$ cat src/rtl/dmem_port_arbiter_pkg.sv
// Shared types and constants for the data-memory port arbiter.
// Holds the FSM state encoding, the memory-owner encoding and the
// legal-range check for the latency and starvation parameters.
package dmem_port_arbiter_pkg;

    // Arbiter FSM states.
    typedef enum logic [1:0] {
        ST_IDLE     = 2'd0,
        ST_BUSY_CPU = 2'd1,
        ST_BUSY_EXT = 2'd2,
        ST_EXT_RESP = 2'd3
    } arb_state_e;

    // Which requester drives the memory in the current cycle.
    typedef enum logic [1:0] {
        OWN_NONE = 2'd0,
        OWN_CPU  = 2'd1,
        OWN_EXT  = 2'd2
    } owner_e;

    localparam int unsigned MEM_LAT_MIN    = 32'd1;
    localparam int unsigned MEM_LAT_MAX    = 32'd4;
    localparam int unsigned STARVE_MIN     = 32'd1;
    localparam int unsigned STARVE_MAX_LIM = 32'd15;

    // True when both parameters are inside the range the counters are sized for.
    function automatic bit params_legal(input int unsigned lat, input int unsigned stv);
        return (lat >= MEM_LAT_MIN) && (lat <= MEM_LAT_MAX) &&
               (stv >= STARVE_MIN)  && (stv <= STARVE_MAX_LIM);
    endfunction

endpackage

$ cat src/rtl/dmem_port_arbiter_if.sv
// Bus bundle between the MEM stage, the external requester and the
// data memory instance. The arbiter uses the slave view; the
// surrounding system (or bench) uses the master view.
interface dmem_port_arbiter_if #(
    parameter int unsigned ADDR_W = 32,
    parameter int unsigned DATA_W = 32
);
    // CPU (MEM stage) side
    logic              cpu_req;
    logic              cpu_we;
    logic [ADDR_W-1:0] cpu_addr;
    logic [DATA_W-1:0] cpu_wdata;
    logic [DATA_W-1:0] cpu_rdata;
    logic              cpu_stall;
    // External requester side
    logic              ext_req;
    logic              ext_we;
    logic [ADDR_W-1:0] ext_addr;
    logic [DATA_W-1:0] ext_wdata;
    logic              ext_gnt;
    logic [DATA_W-1:0] ext_rdata;
    logic              ext_rvalid;
    // Memory instance side
    logic              mem_MemRead;
    logic              mem_MemWrite;
    logic [ADDR_W-1:0] mem_addr;
    logic [DATA_W-1:0] mem_wd;
    logic [DATA_W-1:0] mem_rd;

    modport slave (
        input  cpu_req, cpu_we, cpu_addr, cpu_wdata,
        output cpu_rdata, cpu_stall,
        input  ext_req, ext_we, ext_addr, ext_wdata,
        output ext_gnt, ext_rdata, ext_rvalid,
        output mem_MemRead, mem_MemWrite, mem_addr, mem_wd,
        input  mem_rd
    );

    modport master (
        output cpu_req, cpu_we, cpu_addr, cpu_wdata,
        input  cpu_rdata, cpu_stall,
        output ext_req, ext_we, ext_addr, ext_wdata,
        input  ext_gnt, ext_rdata, ext_rvalid,
        input  mem_MemRead, mem_MemWrite, mem_addr, mem_wd,
        output mem_rd
    );

endinterface

$ cat src/rtl/dmem_lat_counter.sv
// Access-latency counter. Counts the cycles of the access in progress and
// flags the completion cycle (cnt == MEM_LAT-1). It sits at zero whenever
// nobody owns the memory, so every new grant starts from cnt = 0.
module dmem_lat_counter #(
    parameter int unsigned MEM_LAT = 1
) (
    input  logic clk,
    input  logic rst,
    input  logic i_active,
    output logic o_done
);

    logic [1:0] r_cnt;

    assign o_done = i_active && (r_cnt == 2'(MEM_LAT - 32'd1));

    // Cycle counter: advance during an access, return to zero on completion or idle.
    always_ff @(posedge clk or negedge rst) begin
        if (!rst) begin
            r_cnt <= 2'd0;
        end else if (!i_active || o_done) begin
            r_cnt <= 2'd0;
        end else begin
            r_cnt <= r_cnt + 2'd1;
        end
    end

endmodule

$ cat src/rtl/dmem_port_arbiter.sv
// Single-port data memory arbiter. The MEM stage has priority; the external
// requester is served when the CPU is idle, or ahead of the CPU once it has
// been refused STARVE_MAX consecutive cycles. Each access lasts MEM_LAT
// cycles and the pipeline is stalled until its own access completes.
module dmem_port_arbiter
    import dmem_port_arbiter_pkg::*;
#(
    parameter int unsigned ADDR_W     = 32,
    parameter int unsigned DATA_W     = 32,
    parameter int unsigned MEM_LAT    = 1,
    parameter int unsigned STARVE_MAX = 4
) (
    input  logic               clk,
    input  logic               rst,
    dmem_port_arbiter_if.slave bus
);

    if (!params_legal(MEM_LAT, STARVE_MAX)) begin : g_bad_param
        $error("dmem_port_arbiter: MEM_LAT must be 1..4 and STARVE_MAX 1..15");
    end

    arb_state_e        r_state;
    arb_state_e        w_state_nxt;
    owner_e            w_owner;
    logic              w_active;
    logic              w_done;
    logic [3:0]        r_starve;
    logic [DATA_W-1:0] r_ext_rdata;
    logic              r_ext_rvalid;

    // Owner selection: continue a running access, otherwise arbitrate a new grant.
    // The owner is forced to none while reset is asserted so the strobes drop at once.
    always_comb begin
        w_owner = OWN_NONE;
        case (r_state)
            ST_IDLE: begin
                if (bus.ext_req && (r_starve == 4'(STARVE_MAX))) begin
                    w_owner = OWN_EXT;
                end else if (bus.cpu_req) begin
                    w_owner = OWN_CPU;
                end else if (bus.ext_req) begin
                    w_owner = OWN_EXT;
                end else begin
                    w_owner = OWN_NONE;
                end
            end
            ST_EXT_RESP: begin
                // The external requester must re-present its request, so it is ignored here.
                if (bus.cpu_req) begin
                    w_owner = OWN_CPU;
                end else begin
                    w_owner = OWN_NONE;
                end
            end
            ST_BUSY_CPU: w_owner = OWN_CPU;
            ST_BUSY_EXT: w_owner = OWN_EXT;
            default:     w_owner = OWN_NONE;
        endcase
        if (!rst) begin
            w_owner = OWN_NONE;
        end else begin
            w_owner = w_owner;
        end
    end

    assign w_active = (w_owner != OWN_NONE);

    dmem_lat_counter #(
        .MEM_LAT (MEM_LAT)
    ) u_lat_counter (
        .clk      (clk),
        .rst      (rst),
        .i_active (w_active),
        .o_done   (w_done)
    );

    // Next state: stay busy until the completion cycle, then free the port.
    always_comb begin
        w_state_nxt = ST_IDLE;
        case (w_owner)
            OWN_CPU: w_state_nxt = w_done ? ST_IDLE     : ST_BUSY_CPU;
            OWN_EXT: w_state_nxt = w_done ? ST_EXT_RESP : ST_BUSY_EXT;
            default: w_state_nxt = ST_IDLE;
        endcase
    end

    // FSM state register.
    always_ff @(posedge clk or negedge rst) begin
        if (!rst) begin
            r_state <= ST_IDLE;
        end else begin
            r_state <= w_state_nxt;
        end
    end

    // Memory-side mux: the owner's fields drive the memory, strobes on every owned cycle.
    always_comb begin
        bus.mem_MemRead  = 1'b0;
        bus.mem_MemWrite = 1'b0;
        bus.mem_addr     = {ADDR_W{1'b0}};
        bus.mem_wd       = {DATA_W{1'b0}};
        case (w_owner)
            OWN_CPU: begin
                bus.mem_MemRead  = !bus.cpu_we;
                bus.mem_MemWrite = bus.cpu_we;
                bus.mem_addr     = bus.cpu_addr;
                bus.mem_wd       = bus.cpu_wdata;
            end
            OWN_EXT: begin
                bus.mem_MemRead  = !bus.ext_we;
                bus.mem_MemWrite = bus.ext_we;
                bus.mem_addr     = bus.ext_addr;
                bus.mem_wd       = bus.ext_wdata;
            end
            default: begin
                bus.mem_MemRead  = 1'b0;
                bus.mem_MemWrite = 1'b0;
            end
        endcase
    end

    assign bus.cpu_rdata  = bus.mem_rd;
    assign bus.cpu_stall  = rst && bus.cpu_req && !((w_owner == OWN_CPU) && w_done);
    assign bus.ext_gnt    = (w_owner == OWN_EXT);
    assign bus.ext_rdata  = r_ext_rdata;
    assign bus.ext_rvalid = r_ext_rvalid;

    // Starvation counter: counts refused external cycles, saturating; cleared on grant or idle.
    always_ff @(posedge clk or negedge rst) begin
        if (!rst) begin
            r_starve <= 4'd0;
        end else if (!bus.ext_req || (w_owner == OWN_EXT)) begin
            r_starve <= 4'd0;
        end else if ((r_state != ST_EXT_RESP) && (r_starve < 4'(STARVE_MAX))) begin
            r_starve <= r_starve + 4'd1;
        end else begin
            r_starve <= r_starve;
        end
    end

    // External response: capture read data and pulse rvalid after the completion cycle.
    always_ff @(posedge clk or negedge rst) begin
        if (!rst) begin
            r_ext_rdata  <= {DATA_W{1'b0}};
            r_ext_rvalid <= 1'b0;
        end else if ((w_owner == OWN_EXT) && w_done) begin
            r_ext_rdata  <= bus.mem_rd;
            r_ext_rvalid <= 1'b1;
        end else begin
            r_ext_rdata  <= r_ext_rdata;
            r_ext_rvalid <= 1'b0;
        end
    end

endmodule

$ cat src/flat_wrapper.sv
// flat-port wrapper written by rule: the top's interface ports become plain ports
module dmem_port_arbiter_flat import dmem_port_arbiter_pkg::*;
#(
    parameter int unsigned ADDR_W     = 32,
    parameter int unsigned DATA_W     = 32,
    parameter int unsigned MEM_LAT    = 1,
    parameter int unsigned STARVE_MAX = 4
)
  (clk, rst, bus_cpu_req, bus_cpu_we, bus_cpu_addr, bus_cpu_wdata, bus_cpu_rdata, bus_cpu_stall, bus_ext_req, bus_ext_we, bus_ext_addr, bus_ext_wdata, bus_ext_gnt, bus_ext_rdata, bus_ext_rvalid, bus_mem_MemRead, bus_mem_MemWrite, bus_mem_addr, bus_mem_wd, bus_mem_rd);
  dmem_port_arbiter_if #(.ADDR_W(ADDR_W), .DATA_W(DATA_W)) bus_i ();
  input  logic clk;
  input  logic rst;
  input wire logic [$bits(bus_i.cpu_req)-1:0] bus_cpu_req;
  input wire logic [$bits(bus_i.cpu_we)-1:0] bus_cpu_we;
  input wire logic [$bits(bus_i.cpu_addr)-1:0] bus_cpu_addr;
  input wire logic [$bits(bus_i.cpu_wdata)-1:0] bus_cpu_wdata;
  output wire logic [$bits(bus_i.cpu_rdata)-1:0] bus_cpu_rdata;
  output wire logic [$bits(bus_i.cpu_stall)-1:0] bus_cpu_stall;
  input wire logic [$bits(bus_i.ext_req)-1:0] bus_ext_req;
  input wire logic [$bits(bus_i.ext_we)-1:0] bus_ext_we;
  input wire logic [$bits(bus_i.ext_addr)-1:0] bus_ext_addr;
  input wire logic [$bits(bus_i.ext_wdata)-1:0] bus_ext_wdata;
  output wire logic [$bits(bus_i.ext_gnt)-1:0] bus_ext_gnt;
  output wire logic [$bits(bus_i.ext_rdata)-1:0] bus_ext_rdata;
  output wire logic [$bits(bus_i.ext_rvalid)-1:0] bus_ext_rvalid;
  output wire logic [$bits(bus_i.mem_MemRead)-1:0] bus_mem_MemRead;
  output wire logic [$bits(bus_i.mem_MemWrite)-1:0] bus_mem_MemWrite;
  output wire logic [$bits(bus_i.mem_addr)-1:0] bus_mem_addr;
  output wire logic [$bits(bus_i.mem_wd)-1:0] bus_mem_wd;
  input wire logic [$bits(bus_i.mem_rd)-1:0] bus_mem_rd;
  assign bus_i.cpu_req = bus_cpu_req;
  assign bus_i.cpu_we = bus_cpu_we;
  assign bus_i.cpu_addr = bus_cpu_addr;
  assign bus_i.cpu_wdata = bus_cpu_wdata;
  assign bus_cpu_rdata = bus_i.cpu_rdata;
  assign bus_cpu_stall = bus_i.cpu_stall;
  assign bus_i.ext_req = bus_ext_req;
  assign bus_i.ext_we = bus_ext_we;
  assign bus_i.ext_addr = bus_ext_addr;
  assign bus_i.ext_wdata = bus_ext_wdata;
  assign bus_ext_gnt = bus_i.ext_gnt;
  assign bus_ext_rdata = bus_i.ext_rdata;
  assign bus_ext_rvalid = bus_i.ext_rvalid;
  assign bus_mem_MemRead = bus_i.mem_MemRead;
  assign bus_mem_MemWrite = bus_i.mem_MemWrite;
  assign bus_mem_addr = bus_i.mem_addr;
  assign bus_mem_wd = bus_i.mem_wd;
  assign bus_i.mem_rd = bus_mem_rd;
  dmem_port_arbiter #(.ADDR_W(ADDR_W), .DATA_W(DATA_W), .MEM_LAT(MEM_LAT), .STARVE_MAX(STARVE_MAX)) u_core (.clk(clk), .rst(rst), .bus(bus_i));
endmodule
$ cat config.mk
export PLATFORM = sky130hd
export DESIGN_NAME = dmem_port_arbiter_flat
export DESIGN_NICKNAME = d
export VERILOG_FILES = /design/src/rtl/dmem_port_arbiter_pkg.sv /design/src/rtl/dmem_port_arbiter_if.sv /design/src/rtl/dmem_lat_counter.sv /design/src/rtl/dmem_port_arbiter.sv /design/src/flat_wrapper.sv
export SDC_FILE = /design/constraint.sdc
export NUM_CORES = 1
export LEC_CHECK = 0
export CAP_MARGIN = 20
export CORE_ASPECT_RATIO = 0.5
export CORE_MARGIN = 1.5
export CORE_UTILIZATION = 30
export CTS_BUF_LIST = sky130_fd_sc_hd__clkbuf_16
export CTS_CLUSTER_DIAMETER = 60
export DETAILED_ROUTE_END_ITERATION = 6
export PLACE_DENSITY_LB_ADDON = 0.25
export SLEW_MARGIN = 20
export SYNTH_ARGS = -nofsm -noshare
export SYNTH_HDL_FRONTEND = slang
export SYNTH_SLANG_ARGS = --single-unit
$ cat constraint.sdc
create_clock -name clk -period 7.12 [get_ports clk]
set_clock_uncertainty 0.05 [all_clocks]
set_input_delay 2.136 -clock clk [delete_from_list [all_inputs] [get_ports clk]]
set_output_delay 2.136 -clock clk [all_outputs]
set_load 0.05 [all_outputs]
==> results of run 1 <==
-- per-stage QoR --
step / instance area, um2 / worst slack [ns] / std cells
2_1_floorplan: 2995 / 0.4007 / 305
3_3_place_gp: 6496 / 0.1725 / 687
3_5_place_dp: 6496 / 0.09567 / 687
4_1_cts: 6668 / 0.07669 / 695
5_1_grt: 6668 / 0.08294 / 695
6_report: 6668 / 0.2695 / 695
-- critical path, cell delays in order --
cell,delay [ns]
clkdlybuf4s50_1,0.55
and4b_1,0.29
o311ai_1,0.51
ha_2,0.40
buf_4,0.27
nor2_1,0.32
buf_12,0.18
-- synth_stat cells --
library cell / number / area, um2
a211o_1: 1 / 8.760
a211oi_1: 2 / 15.01
a21oi_1: 2 / 10.01
a22oi_1: 65 / 488.0
a32o_1: 1 / 10.01
and2b_2: 1 / 8.760
and3_1: 2 / 12.51
and3b_1: 4 / 35.03
and4b_1: 1 / 10.01
buf_1: 1 / 3.750
buf_12: 3 / 60.06
buf_2: 13 / 65.06
buf_4: 32 / 240.2
buf_6: 1 / 11.26
clkbuf_1: 8 / 30.03
dfrtp_1: 41 / 1026
ha_1: 8 / 100.1
inv_1: 6 / 22.52
mux2_2: 4 / 45.04
mux2_4: 29 / 435.4
mux2i_1: 2 / 20.02
nand2_1: 1 / 3.750
nand2b_1: 2 / 12.51
nand3b_1: 3 / 22.52
nand4b_1: 1 / 8.760
nor2_1: 65 / 244.0
nor2b_1: 1 / 6.260
nor3_1: 1 / 5.000
nor3b_1: 1 / 7.510
o311a_1: 1 / 10.01
o311ai_0: 1 / 8.760
or3b_2: 1 / 8.760
-- sequential cells by signal, indices dropped and copies added, names as in the netlist --
name / flops
u_core.r_starve: 4
u_core.bus.ext_rdata: 32
u_core.u_lat_counter.r_cnt: 2
u_core.bus.ext_rvalid: 1
u_core.r_state: 2
-- report_power, final --
group          total [mW]  leakage [nW]  switching [mW]  internal, mW
combinational        1.46          2.11           0.837         0.619
sequential          0.385         0.510          0.0559         0.330
clock               0.257        0.0800          0.0917         0.166
-- path summary, 6_finish.rpt --
check | slack, ns | start | cells past startpoint | end
min in group asynchronous | 1.95 | rst | 2 | u_core.r_state[0]$_DFF_PN0_
hold reg to reg | 0.38 | u_core.u_lat_counter.r_cnt[0]$_DFF_PN0_ | 1 | u_core.u_lat_counter.r_cnt[0]$_DFF_PN0_
hold / removal | 0.38 | u_core.u_lat_counter.r_cnt[0]$_DFF_PN0_ | 1 | u_core.u_lat_counter.r_cnt[0]$_DFF_PN0_
setup / recovery | 0.27 | bus_ext_req | 7 | bus_mem_wd[12]
max in group asynchronous | 4.71 | rst | 2 | u_core.bus.ext_rdata[14]$_DFFE_PN0P_
setup reg to reg | 3.93 | u_core.r_starve[0]$_DFFE_PN0P_ | 7 | u_core.bus.ext_rdata[10]$_DFFE_PN0P_
-- cells by family (layout without fill, tap and decap cells) --
kind of cell    after synthesis  in the layout  synth area share
compound gates               73             73            0.1838
fa+ha+maj                     8              8           0.03342
buf+inv                      64            319            0.1445
flops                        41             41            0.3425
mux                          35             35            0.1671
simple gates                 84             84            0.1287
-- cell type report --
cell class / instances / area, um2 / area share
Clock inverter: 3 / 46.29 / 0.006943
Timing Repair Buffer: 305 / 3736 / 0.5603
Clock buffer: 5 / 125.1 / 0.01877
Tap cell: 135 / 168.9 / 0.02533
Sequential cell: 41 / 1026 / 0.1539
Multi-Input combinational cell: 200 / 1543 / 0.2314
Inverter: 6 / 22.52 / 0.003378
-- routing by layer --
metal,part of all wire,global-route usage
met1,0.39,0.2883
met2,0.53,0.4088
met3,0.069,0.05085
met4,0.015,0.04489
met5,0,0
==> reports/results.tsv, run 1 <==
metric	value	unit
synth_seq_cells	41	
hold_slack	0.3798	ns
status	finished clean	
clkSinkCount	41	
setup_tns	0	ns
die_y	73.66	um
drive_gt1_frac	0.2179	
p_per_area	314.7	nW/um2
dr.pass1.iters	4	
worstMarginPinSlew	1.045	ns
gp_congestion	0.8054	
final_max_slew_viol_count	0	
startpoint_type	input pin	
rsz0062_at_grt	no	
vias_per_cell	4.705	
yosysWarningCount	0	
required	4.93	ns
drt-total-wl	12800	um
grt_pass1_wl	18320	um
ant_nets	0	
io_buffer_count	298	
clock_tree.buffer_depth	2	
dieArea	10630	um2
overflow	0	
synth_cells	305	
syn_area_per_cell	9.821	um2
grt_max_degree	43	
crit_type	input pin to output port	
cts_buffers	5	
fp.dieW	144.3	um
fin_crit_sh	0.9622	
cp_max_fo	42	
fmax	146.0	MHz
insertion_delay	0.28	ns
area_growth	122.6	%
p_total	2.099	mW
synth-seq-area-share	0.3425	
io_pins	299	
hold_buffers	0	
drtIter0Drc	199	
final_cell_mix	clkdlybuf4s50_1 (229), buf_12 (70), a22oi_1 (65), nor2_1 (65), dfrtp_1 (41)	
grt_pass1_vias	3217	
num-fill-cells	725	
layout_commonest_cell	clkdlybuf4s50_1	
synthesis.area	2995	um2
grt_util_all_layers	0.2292	
antenna_found_initial	0	
post-route-util	0.6966	
root_buffer	clkbuf_16	
synthesis.nets	479	
cts_setup_buffers	0	
hold_violations	0	
dp_hpwl	10520	um
drc	0	
ys_types	32	
start_util	0.3129	
antennaDiodeCount	0	
end_kind	output port	
ir_drop	0.1686	mV
layout_min_cycle_time	6.851	ns
rows	25	
vias	3270	
wl_per_cell	18.42	um
clkSlewWorstSetupHoldPaths	0.06	ns
arrival	4.66	ns
coreArea	9572	um2
cts.repair.resized	0	
setup_viol_count_final	0	
htreeDepth	2	
cap_violations	0	
relSlewSlack	0.3035	
nets	733	
cts_tree	yes	
worstHoldPathType	flip-flop to flip-flop	
p_leak	2.697	nW
Power figures use the tool's default switching activity.
==> run 2, diff against run 1 <==
- CORE_AREA: not set -> 2 2 116 118
- CORE_ASPECT_RATIO: 0.5 -> not set
- CORE_MARGIN: 1.5 -> not set
- CORE_UTILIZATION: 30 -> not set
- DIE_AREA: not set -> 0 0 118 120
==> run 2 against run 1 <==
  * Clock power shrank 16%
  * Non-clock buffer count increased by 1
  * Worst setup slack better by 0.20 ns
  * Wire length is 4.8% lower
  * Largest cell class unchanged
==> reports/results.tsv, run 2 (synthesis results as in run 1) <==
metric	value	unit	change
wl_per_cell	16.53	um	-10%
root_buffer	clkbuf_16		
area_growth	123.6	%	
grt_max_degree	49		+14%
nets	734		+0.14%
drive_gt1_frac	0.2193		+0.001394
swShare	0.4723		+0.003301
p_per_area	305.8	nW/um2	-2.8%
setup_tns	0	ns	unchanged
startpoint_type	input pin		
rr_endpoint	u_core.bus.ext_rdata[11]$_DFFE_PN0P_		
final_design_area_no_fill	6698	um2	+0.45%
p_leak	2.692	nW	-0.17%
gp_congestion	0.8425		+4.6%
clkSlewWorstSetupHoldPaths	0.06	ns	about the same
die_y	120	um	+63%
rsz0062_at_grt	no		
hold_violations	0		unchanged
insertion_delay	0.28	ns	about the same
crit_type	input pin to output port		
antennaDiodeCount	0		unchanged
rr_worst_depth	7		unchanged
relSlewSlack	0.3282		+0.02471
clock_tree.buffer_depth	2		unchanged
io_buffer_count	298		unchanged
cap_violations	0		unchanged
final_max_slew_viol_count	0		unchanged
rows	42		+68%
p_seq_frac	0.187		+0.003
antenna_found_initial	0		unchanged
overflow	0		unchanged
fin_crit_sh	0.9343		-0.02790
crit_start	bus_ext_req		
layout_min_cycle_time	6.652	ns	-0.1986 ns
critical_path.endpoint	bus_mem_wd[30]		
cp_max_fo	48		+14%
grt_util_all_layers	0.1655		-0.06370
drt-total-wl	12190	um	-4.8%
required	4.93	ns	about the same
vias_per_cell	4.501		-4.3%
worstMarginPinSlew	1.008	ns	-0.03707 ns
cts_setup_buffers	0		unchanged
ant_nets	0		unchanged
intPower	1.081	mW	-3.0%
cts.repair.resized	0		unchanged
p_clk_frac	0.106		-0.017
dieArea	14160	um2	+33%
ir_drop	0.1158	mV	-31%
r2r_start	u_core.r_starve[0]$_DFFE_PN0P_		
placed_area	6555	um2	+0.91%
start_util	0.2308		-0.08217
htreeDepth	2		unchanged
coreArea	12980	um2	+36%
cts_buffers	5		unchanged
setup_viol_count_final	0		unchanged
largest_reg_flops	32		unchanged
drc	0		unchanged
fmax	150.3	MHz	+3.0%
grt_pass1_wl	18420	um	+0.57%
status	finished clean		
clkSinkCount	41		unchanged
hold_buffers	0		unchanged
arrival	4.47	ns	-0.19 ns
dp_hpwl	10140	um	-3.6%
vias	3317		+1.4%
io_pins	299		unchanged
worstHoldPathType	flip-flop to flip-flop		
end_kind	output port		
power.switching	967.3	uW	-1.7%
drtIter0Drc	108		-46%
final_cell_mix	clkdlybuf4s50_1 (229), buf_12 (70), a22oi_1 (65), nor2_1 (65), dfrtp_1 (41)		
rrSetupSlack	3.91	ns	-0.02 ns
p_comb_frac	0.708		+0.014
cts_tree	yes		
dr.pass1.iters	4		unchanged
layout_commonest_cell	clkdlybuf4s50_1		
grt_pass1_vias	3322		+3.3%
fp.dieW	118	um	-18%
## run 2: changes by cell type in the layout (fill, tap and decap cells not counted), sizes merged
cell and delta:
bufinv -1, buf +1, clkinv +1
## run 2: critical path, stage by stage
cell and delay (ns):
clkdlybuf4s50_1 0.48, buf_4 0.15, nand4b_1 0.16, a211oi_1 0.44
ha_2 0.30, buf_12 0.23, a22oi_1 0.16, nor2_1 0.21
buf_12 0.17
## run 2: power groups by stage
stage	combinational [mW]	clock [mW]	sequential [mW]
3_3_place_gp	1.45	0	0.380
5_1_grt	1.51	0.238	0.395
4_1_cts	1.46	0.226	0.383
6_report	1.45	0.216	0.382
2_1_floorplan	0.539	0	0.704
3_5_place_dp	1.46	0	0.387
## run 2: through the flow
stage	hold slack, ns	total power [mW]	setup slack (ns)	cells	util
after floorplan	0.3622	1.243	0.4007	305	-
after global placement	0.3727	1.830	0.5353	729	0.5050
after detailed placement	0.3775	1.844	0.5051	729	0.5050
after CTS	0.3946	2.071	0.4699	737	0.5160
after global routing	0.4122	2.140	0.3047	737	0.5160
final	0.4006	2.048	0.4681	737	0.5160
## run 2: per-layer routing
layer  global-route usage  up-vias  routed length [um]  share of wire
li1                     -     1579                   -              -
met1               0.1783     1547                4417           0.36
met2               0.3081      180                6511           0.53
met3              0.05228       11                1047          0.086
met4              0.05045        0                 208          0.017
met5                    0        -                   0              0
## run 2: worst min path at each step
stage	from	end	slack, ns	cells past startpoint
6_report	u_core.u_lat_counter.r_cnt[0]$_DFF_PN0_	u_core.u_lat_counter.r_cnt[0]$_DFF_PN0_	0.40	1
5_1_grt	u_core.u_lat_counter.r_cnt[0]$_DFF_PN0_	u_core.u_lat_counter.r_cnt[0]$_DFF_PN0_	0.41	1
4_1_cts	u_core.u_lat_counter.r_cnt[0]$_DFF_PN0_	u_core.u_lat_counter.r_cnt[0]$_DFF_PN0_	0.39	1
3_5_place_dp	u_core.u_lat_counter.r_cnt[0]$_DFF_PN0_	u_core.u_lat_counter.r_cnt[0]$_DFF_PN0_	0.38	1
3_3_place_gp	u_core.u_lat_counter.r_cnt[0]$_DFF_PN0_	u_core.u_lat_counter.r_cnt[0]$_DFF_PN0_	0.37	1
2_1_floorplan	u_core.u_lat_counter.r_cnt[0]$_DFF_PN0_	u_core.u_lat_counter.r_cnt[0]$_DFF_PN0_	0.36	1
## run 2: cell type report
class                      count  area (um2)
clock inverter                 3       17.52
inverter                       6       22.52
clock buffer                   5       125.1
multi-input combinational    200        1543
sequential                    41        1026
timing repair buffer         306        3744
fill                        1181        6282
tap                          176       220.2
